`config.mk`:
```
export PLATFORM = sky130hd
export DESIGN_NAME = run_framer
export DESIGN_NICKNAME = d
export VERILOG_FILES = /design/src/rtl/merger_pkg.sv /design/src/rtl/axis_reg_slice.sv /design/src/rtl/run_framer.sv
export SDC_FILE = /design/constraint.sdc
export NUM_CORES = 1
export LEC_CHECK = 0
export BUFFER_PORTS_ARGS = -buffer_cell sky130_fd_sc_hd__buf_2
export CORE_AREA = 2 2 426 428
export CTS_BUF_LIST = sky130_fd_sc_hd__clkbuf_16
export DETAILED_ROUTE_END_ITERATION = 16
export DIE_AREA = 0 0 428 430
export GPL_TIMING_DRIVEN = 0
export PLACE_DENSITY_LB_ADDON = 0.15
export SYNTH_ARGS = -nofsm -noshare
export SYNTH_HDL_FRONTEND = slang
export SYNTH_SLANG_ARGS = --single-unit
```
`constraint.sdc`:
```
create_clock -name aclk -period 3.9 [get_ports aclk]
set_input_delay 0.78 -clock aclk [delete_from_list [all_inputs] [get_ports aclk]]
set_output_delay 0.78 -clock aclk [all_outputs]
set_load 0.03 [all_outputs]
```
`src/rtl/merger_pkg.sv`:
```
// Shared types and constants for the merge-tree read-channel framing stage.
package merger_pkg;

    localparam int unsigned AXIS_TDATA_WIDTH = 512;

    typedef enum logic [1:0] {
        IDLE = 2'd0,
        PASS = 2'd1,
        TERM = 2'd2,
        FIN  = 2'd3
    } framer_state_t;

    // Terminator beat: every record all-ones, so the merger flushes the run.
    localparam logic [AXIS_TDATA_WIDTH-1:0] TERM_WORD = '1;

endpackage

```
`src/rtl/axis_reg_slice.sv`:
```
// Single-entry AXI-Stream output register; outputs come straight from flops.
module axis_reg_slice #(
    parameter int unsigned DATA_WIDTH = 512
) (
    input  logic                  clk,
    input  logic                  rst_n,
    input  logic                  i_load,
    input  logic [DATA_WIDTH-1:0] i_data,
    input  logic                  i_last,
    input  logic                  i_ready,
    output logic                  o_valid,
    output logic [DATA_WIDTH-1:0] o_data,
    output logic                  o_last,
    output logic                  o_slot_free
);

    logic                  r_valid;
    logic [DATA_WIDTH-1:0] r_data;
    logic                  r_last;

    // The owner only asserts i_load while o_slot_free, so a stalled beat never changes.
    always_ff @(posedge clk) begin
        if (!rst_n) begin
            r_valid <= 1'b0;
            r_data  <= '0;
            r_last  <= 1'b0;
        end else if (i_load) begin
            r_valid <= 1'b1;
            r_data  <= i_data;
            r_last  <= i_last;
        end else if (i_ready) begin
            r_valid <= 1'b0;
        end
    end

    assign o_valid     = r_valid;
    assign o_data      = r_data;
    assign o_last      = r_last;
    assign o_slot_free = !r_valid || i_ready;

endmodule

```
`src/rtl/run_framer.sv`:
```
// Slices a beat stream into runs of cfg_run_beats beats, appending an all-ones
// terminator beat (tlast=1) after each run; pulses done when the pass drains.
module run_framer
    import merger_pkg::*;
#(
    parameter int unsigned C_AXIS_TDATA_WIDTH = 512,
    parameter int unsigned C_SORTER_BIT_WIDTH = 32,
    parameter int unsigned C_XFER_SIZE_WIDTH  = 32
) (
    input  logic                          aclk,
    input  logic                          areset_n,
    input  logic                          cfg_start,
    input  logic [C_XFER_SIZE_WIDTH-1:0]  cfg_run_beats,
    input  logic [C_XFER_SIZE_WIDTH-1:0]  cfg_num_runs,
    input  logic                          s_axis_tvalid,
    output logic                          s_axis_tready,
    input  logic [C_AXIS_TDATA_WIDTH-1:0] s_axis_tdata,
    output logic                          m_axis_tvalid,
    input  logic                          m_axis_tready,
    output logic [C_AXIS_TDATA_WIDTH-1:0] m_axis_tdata,
    output logic                          m_axis_tlast,
    output logic                          done,
    output framer_state_t                 o_dbg_state
);

    localparam int unsigned XW = C_XFER_SIZE_WIDTH;
    localparam int unsigned NUM_RECS = C_AXIS_TDATA_WIDTH / C_SORTER_BIT_WIDTH;
    localparam logic [C_AXIS_TDATA_WIDTH-1:0] TERM_DATA = {NUM_RECS{{C_SORTER_BIT_WIDTH{1'b1}}}};
    localparam logic [XW:0] ONE = {{XW{1'b0}}, 1'b1};

    framer_state_t r_state, w_next_state;
    logic [XW-1:0] r_beat_cnt, r_run_cnt, r_run_beats, r_num_runs;
    logic [XW-1:0] w_beat_cnt_nxt, w_run_cnt_nxt, w_run_beats_nxt, w_num_runs_nxt;
    logic          r_done, w_done_nxt;
    logic          w_load, w_load_last, w_slot_free, w_s_tready;
    logic [C_AXIS_TDATA_WIDTH-1:0] w_load_data;
    logic [XW:0]   w_beat_inc, w_run_inc;

    // Counters stay below their latched bounds, so the extra bit only guards the compare.
    assign w_beat_inc = {1'b0, r_beat_cnt} + ONE;
    assign w_run_inc  = {1'b0, r_run_cnt} + ONE;

    always_ff @(posedge aclk) begin
        if (!areset_n) begin
            r_state     <= IDLE;
            r_beat_cnt  <= '0;
            r_run_cnt   <= '0;
            r_run_beats <= '0;
            r_num_runs  <= '0;
            r_done      <= 1'b0;
        end else begin
            r_state     <= w_next_state;
            r_beat_cnt  <= w_beat_cnt_nxt;
            r_run_cnt   <= w_run_cnt_nxt;
            r_run_beats <= w_run_beats_nxt;
            r_num_runs  <= w_num_runs_nxt;
            r_done      <= w_done_nxt;
        end
    end

    always_comb begin
        w_next_state    = r_state;
        w_beat_cnt_nxt  = r_beat_cnt;
        w_run_cnt_nxt   = r_run_cnt;
        w_run_beats_nxt = r_run_beats;
        w_num_runs_nxt  = r_num_runs;
        w_done_nxt      = 1'b0;
        w_load          = 1'b0;
        w_load_last     = 1'b0;
        w_load_data     = s_axis_tdata;
        w_s_tready      = 1'b0;
        unique case (r_state)
            IDLE: begin
                if (cfg_start) begin
                    w_run_beats_nxt = cfg_run_beats;
                    w_num_runs_nxt  = cfg_num_runs;
                    w_beat_cnt_nxt  = '0;
                    w_run_cnt_nxt   = '0;
                    if (cfg_num_runs == '0)       w_next_state = FIN;
                    else if (cfg_run_beats == '0) w_next_state = TERM;
                    else                          w_next_state = PASS;
                end
            end
            PASS: begin
                w_s_tready = w_slot_free;
                if (s_axis_tvalid && w_slot_free) begin
                    w_load = 1'b1;
                    if (w_beat_inc == {1'b0, r_run_beats}) begin
                        w_beat_cnt_nxt = '0;
                        w_next_state   = TERM;
                    end else begin
                        w_beat_cnt_nxt = w_beat_inc[XW-1:0];
                    end
                end
            end
            TERM: begin
                if (w_slot_free) begin
                    w_load        = 1'b1;
                    w_load_last   = 1'b1;
                    w_load_data   = TERM_DATA;
                    w_run_cnt_nxt = w_run_inc[XW-1:0];
                    if (w_run_inc == {1'b0, r_num_runs}) w_next_state = FIN;
                    else if (r_run_beats == '0)          w_next_state = TERM;
                    else                                 w_next_state = PASS;
                end
            end
            FIN: begin
                if (w_slot_free) begin
                    w_done_nxt   = 1'b1;
                    w_next_state = IDLE;
                end
            end
            default: w_next_state = IDLE;
        endcase
    end

    axis_reg_slice #(
        .DATA_WIDTH(C_AXIS_TDATA_WIDTH)
    ) u_out_reg (
        .clk        (aclk),
        .rst_n      (areset_n),
        .i_load     (w_load),
        .i_data     (w_load_data),
        .i_last     (w_load_last),
        .i_ready    (m_axis_tready),
        .o_valid    (m_axis_tvalid),
        .o_data     (m_axis_tdata),
        .o_last     (m_axis_tlast),
        .o_slot_free(w_slot_free)
    );

    assign s_axis_tready = w_s_tready;
    assign done          = r_done;
    assign o_dbg_state   = r_state;

endmodule

```
* After elaboration in Yosys (flattened, before gate mapping)
Cells that the tools add are included.
W data, S select, Z words.
** Operators by class
- Eq/ne operators :: 10
- Mux-type cells :: 25
- Reduce and logical (&&, ||, !) cells :: 15
- $add $sub $neg :: 2
** Operators by type and width (number)
- $mux W512 :: 2
- $mux W32 :: 4
- $pmux W32 S2 :: 2
- $logic_not A32 Y1 :: 3
- $add A32 B1 Y33 const B :: 2
- $eq A33 B32 Y1 :: 2
- $mux W2 :: 9
- $ne A2 B2 Y1 const B :: 5
- $pmux W2 S4 :: 1
- $mux W1 :: 6
- $reduce_and A3 Y1 :: 2
- $reduce_bool A2 Y1 :: 3
- $reduce_and A5 Y1 :: 1
- $eq A2 B2 Y1 const B :: 2
- $reduce_and A2 Y1 :: 2
- $eq A2 B1 Y1 const B :: 1
- $logic_not A2 Y1 :: 1
- $pmux W1 S2 :: 1
- $logic_and A1 B1 Y1 :: 1
- $logic_not A1 Y1 :: 1
- $logic_or A1 B1 Y1 :: 1
** Word-level totals
- Output and inout port bits :: 518
- Word-level logic and storage cells :: 61
- Register bits :: 645

* Depth between registers and ports, before layout
- Word-level depth :: 6
- Mapped depth :: 13
- Gate-level depth less buffers :: 10

* Cells and area by module
From an unflattened synthesis, not the netlist that was laid out.
** Second synthesis, totals
- Cell total of the unflattened synthesis :: 3333
- Area, all modules :: 31033.5 um^2
** By module, submodules not included
- axis_reg_slice :: sequential area each 10289.9 um^2, cells an instance 1657, area each 19512.5 um^2, times used 1
- run_framer :: sequential area each 2622.5 um^2, cells an instance 1676, area each 11521.0 um^2, times used 1

* Worst setup path before layout
OpenSTA, ideal clock, no wires.
- Path kind :: register to register
- Start point :: register r_run_cnt[0]
- End point :: register r_state[1] (netlist: o_dbg_state[1])
- Stages on the path, launching flop included :: 12
- Buffers on the path :: 1
- Path slack :: 0.751 ns
- Setup time :: 0.061 ns
- Period minus slack after synthesis :: 3.149 ns
- Arrival time :: 3.088 ns
- Path through :: dfxtp_1 > ha_1 > clkbuf_1 > inv_1 > nor4_1 > nand2_1 > a2111oi_0 > o2111ai_1 > a2111oi_0 > nand4_1 > o311ai_1 > o221a_1
** Between the ends
- Longest elaborated chain between the ends :: 5
** RTL lines
- from (decl) :: RTL line run_framer.sv:32 : logic [XW-1:0] r_beat_cnt, r_run_cnt, r_run_beats, r_num_runs;
- from (signal assigned) :: RTL line run_framer.sv:54 : r_run_cnt <= w_run_cnt_nxt;
- $add A32 B1 Y33 :: RTL line run_framer.sv:41 : assign w_run_inc = {1'b0, r_run_cnt} + ONE;
- $eq A33 B32 Y1 :: RTL line run_framer.sv:102 : if (w_run_inc == {1'b0, r_num_runs}) w_next_state = FIN;
- $mux W2 :: RTL line run_framer.sv:102
- $mux W2 :: RTL line run_framer.sv:97 : if (w_slot_free) begin
- $pmux W2 S4 :: RTL line run_framer.sv:72 : unique case (r_state)
- to (signal assigned) :: RTL line run_framer.sv:52 : r_state <= w_next_state;
- to (decl) :: RTL line run_framer.sv:31 : framer_state_t r_state, w_next_state;
No other way between the ends. The select of a mux whose other input is x is not followed.
A chain may end at the register's enable or synchronous reset.

* Final worst setup path
- Start point :: register r_beat_cnt[12]
- End point :: register r_beat_cnt[1]
** Between the ends
- Longest elaborated chain between the ends :: 5
** RTL lines
- from (decl) :: RTL line run_framer.sv:32
- from (signal assigned) :: RTL line run_framer.sv:53 : r_beat_cnt <= w_beat_cnt_nxt;
- $add A32 B1 Y33 :: RTL line run_framer.sv:40 : assign w_beat_inc = {1'b0, r_beat_cnt} + ONE;
- $eq A33 B32 Y1 :: RTL line run_framer.sv:88 : if (w_beat_inc == {1'b0, r_run_beats}) begin
- $mux W32 :: RTL line run_framer.sv:88
- $mux W32 :: RTL line run_framer.sv:86 : if (s_axis_tvalid && w_slot_free) begin
- $pmux W32 S2 :: RTL line run_framer.sv:72
No other way between the ends. The select of a mux whose other input is x is not followed.

==> impl_metrics.toml <==
[logic_synthesis]
synth_top_area_share_pct = 53.3
syn_nets = 3412
synth_ff_type = "dfxtp_1"
synthDistinctLibCells = 65
yosysTopAreaCell = "dfxtp_1"
syn_avg_cell_area_um2 = 8.57
ys_ff_latch = 645
synth-warning-count = 0
ys_async_sr_fraction_pct = 0
syn_area_um2 = 24200
synth_edf_count = 0
ys_seq_area_share_pct = 53.3
synthTopCellsByArea = "dfxtp_1 53%, o22ai_1 13%, nor2_1 8.8%"
syn_inst = 2824

[pwr]
p_per_area_nw_per_um2 = 861
power_frac_comb_pct = 42.0
p_sw_share_pct = 45.9
p_sw_uw = 14100
ir_worst_vdd_uv = 358
pwr-share-clk_pct = 25.4
seqPwrFrac_pct = 32.6
internal_power_uw = 16600
cellLeakagePower_uw = 0.0152

[floorplanning]
die_w_um = 428
initial_core_util_pct = 13.5
die_h_um = 430
die-area_um2 = 184000
rows = 156
ios = 1099
coreArea_um2 = 180000

[setup_path]
worst-path-max-fanout = 10
required_ns = 4.45
crit_path_end_kind = "flop"
start_kind = "flop"
rr_worst_depth = 12
r2r-start = "r_beat_cnt[12]"
critPathCapture = "r_beat_cnt[1]"
reg2reg_slack_ns = 0.27
worstSetupPathType = "reg -> reg"
r2r_end = "r_beat_cnt[1]"
cp_data_arrival_time_ns = 4.19
crit_start = "r_beat_cnt[12]"

[routing]
drt_iter0_drc = 1577
drt_wl_total_um = 167000
route.detailed.drc = 0
avgRoutedWirePerCell_um = 25.8
drtPass1Iterations = 7
vias = 26716
drtAntennaViolNets = 0
viasPerCell = 4.13

[clock_tree]
path_clk_slew_ns = 0.07
cts_sinks = 645
cts_tree = "yes"
cts-buffers-inserted = 86
clock_latency_ns = 0.72
htree_levels = 3
clk_path_buf_depth = 3
postCtsHoldBufs = 0
root_buffer = "clkbuf_16"

[timing]
clock_skew_ns = 0.0309
drv_slew = 0
finalCritPeriodShare_pct = 93.2
finalHoldViolCount = 0
max_freq_mhz = 275
period_needed_ns = 3.63
slew_headroom_pct = 18.0
tightest_slew_ns = 1.23
finalSetupViolCount = 0

[hold_path]
hold_path_class = "in -> reg"
holdCritStartpoint = "s_axis_tdata[304]"

[place]
io_buffers = 1098
dp_hpwl_um = 137000
routabilityCongestion = 0.928
dp.cells = 6294

[cells_and_area]
final_cells = 6470
post-route-util_pct = 19.8
finalNetCount = 4606
final_common_cell = "buf_2"
drive_above_1_share_pct = 31.3
layout_common_cells = "1110 x buf_2, 642 x dfxtp_1, 564 x nor2_1, 512 x o22ai_1, 240 x nand2_1"
area_growth_syn_to_layout_pct = 47.1
num-fill-cells = 20367

[job]
cap_viol_max_count = 0

[grt]
grt.overflow.total = 0
antenna_found_initial = 73
first_global_vias = 26567
grt_usage_pct = 17.4
grt_max_degree = 13
grt_pass1_wl_um = 225000

[status]
status = "finished clean"
## flip-flops by register name (all words and copies together), names as in the netlist
name	flops
u_out_reg.o_data	512
r_beat_cnt	32
r_num_runs	32
r_run_beats	32
r_run_cnt	32
o_dbg_state	2
done	1
u_out_reg.o_last	1
u_out_reg.o_valid	1
## cells in the mapped netlist, drive strengths merged (4+ instances only)
master and n:
dfxtp 645, nor2 567, o22ai 512, nand2 240, clkbuf 227, a21oi 135
xnor2 60, nor4 43, nand4 37, nand3 36, o21ai 30, nor3 28
or3 25, a21o 23, buf 22, xor2 22, and2 12, and3 12
and4 11, o21a 10, or4 10, inv 9, nor2b 8, ha 7
mux2i 7, nand3b 6, o211ai 6, o221ai 6, a211oi 5, a21boi 5
a31o 5, a31oi 5, nand2b 5, a2111oi 4, a22oi 4, a311oi 4
o2111ai 4
## routing by layer
metal	track usage, %	part of all wire [%]	up-vias
met5	0	0.076	-
met3	4.47	6.1	259
li1	-	-	12549
met4	5.87	3.1	18
met2	30.0	49	888
met1	20.9	42	13002
## cell families (layout without fill, tap and decap cells)
group | after synthesis | in the layout | share of synthesized area (%)
adders and majority gates | 7 | 7 | 0.362
buffers and inverters | 258 | 1517 | 4.12
other | 0 | 17 | 0
muxes | 9 | 9 | 0.383
xor gates and xnor gates | 82 | 82 | 2.97
and+or+nand+nor | 1050 | 1050 | 19.0
AOI/OAI and AO/OA | 773 | 773 | 19.9
DFF | 645 | 645 | 53.3
## worst min-delay path by stage
stage / endpoint / depth (start not counted)
global placement: r_num_runs[0] / 2
floorplan: r_num_runs[10] / 2
CTS: u_out_reg.o_data[307] / 3
detailed placement: r_num_runs[0] / 2
finish: u_out_reg.o_data[304] / 3
global route: u_out_reg.o_data[499] / 3
## through the flow
step	cell area, µm²	hold slack, ns	setup slack (ns)	TNS [ns]	total power (µW)
floorplan	24200	0.448	0.751	0	17500
global placement	32700	0.459	-1.40	-418.93	23000
detailed placement	32700	0.463	-0.900	-8.52	23100
CTS	35500	0.220	0.0178	0	31100
global route	35600	0.270	-0.0156	-0.0156	32300
finish	35600	0.313	0.266	0	30700
## power groups by stage
stage          Sequential, µW  Clock [µW]  Combinational, µW
5_1_grt                 10200        8300              13800
2_1_floorplan           13600           0               3940
3_3_place_gp            10000           0              13000
6_report                 9990        7800              12900
4_1_cts                  9960        8080              13100
3_5_place_dp            10000           0              13000
## final cells by class
type	instances	area, µm²	area share (%)
inverter	9	33.8	0.0949
multi-input combinational	1921	10400	29.2
clock buffer	89	2230	6.25
timing repair buffer	1114	5660	15.9
tap	2370	2970	8.33
clock inverter	64	437	1.23
sequential	645	12900	36.3
buffer	241	946	2.66
antenna	17	42.5	0.119
## repair_timing
action | CTS | global route
gates resized for setup | 10 | 26
endpoints found under the hold margin | 0 | 0
pin swaps | 1 | 6
buffers inserted | 3 | 11
endpoints found under the setup margin | 8 | 62
## worst max-delay path, stage by stage, from the launching register on
cell and delay, ns:
dfxtp_1 0.30, buf_2 0.21, nand3_2 0.21, nor4_4 0.53, nand2_1 0.22, mux2_2 0.28
a31oi_1 0.12, or4_1 0.56, o41ai_2 0.43, buf_4 0.25, buf_6 0.16, a2bb2oi_1 0.18
nor2_1 0.05
Power figures use the tool's default switching activity.
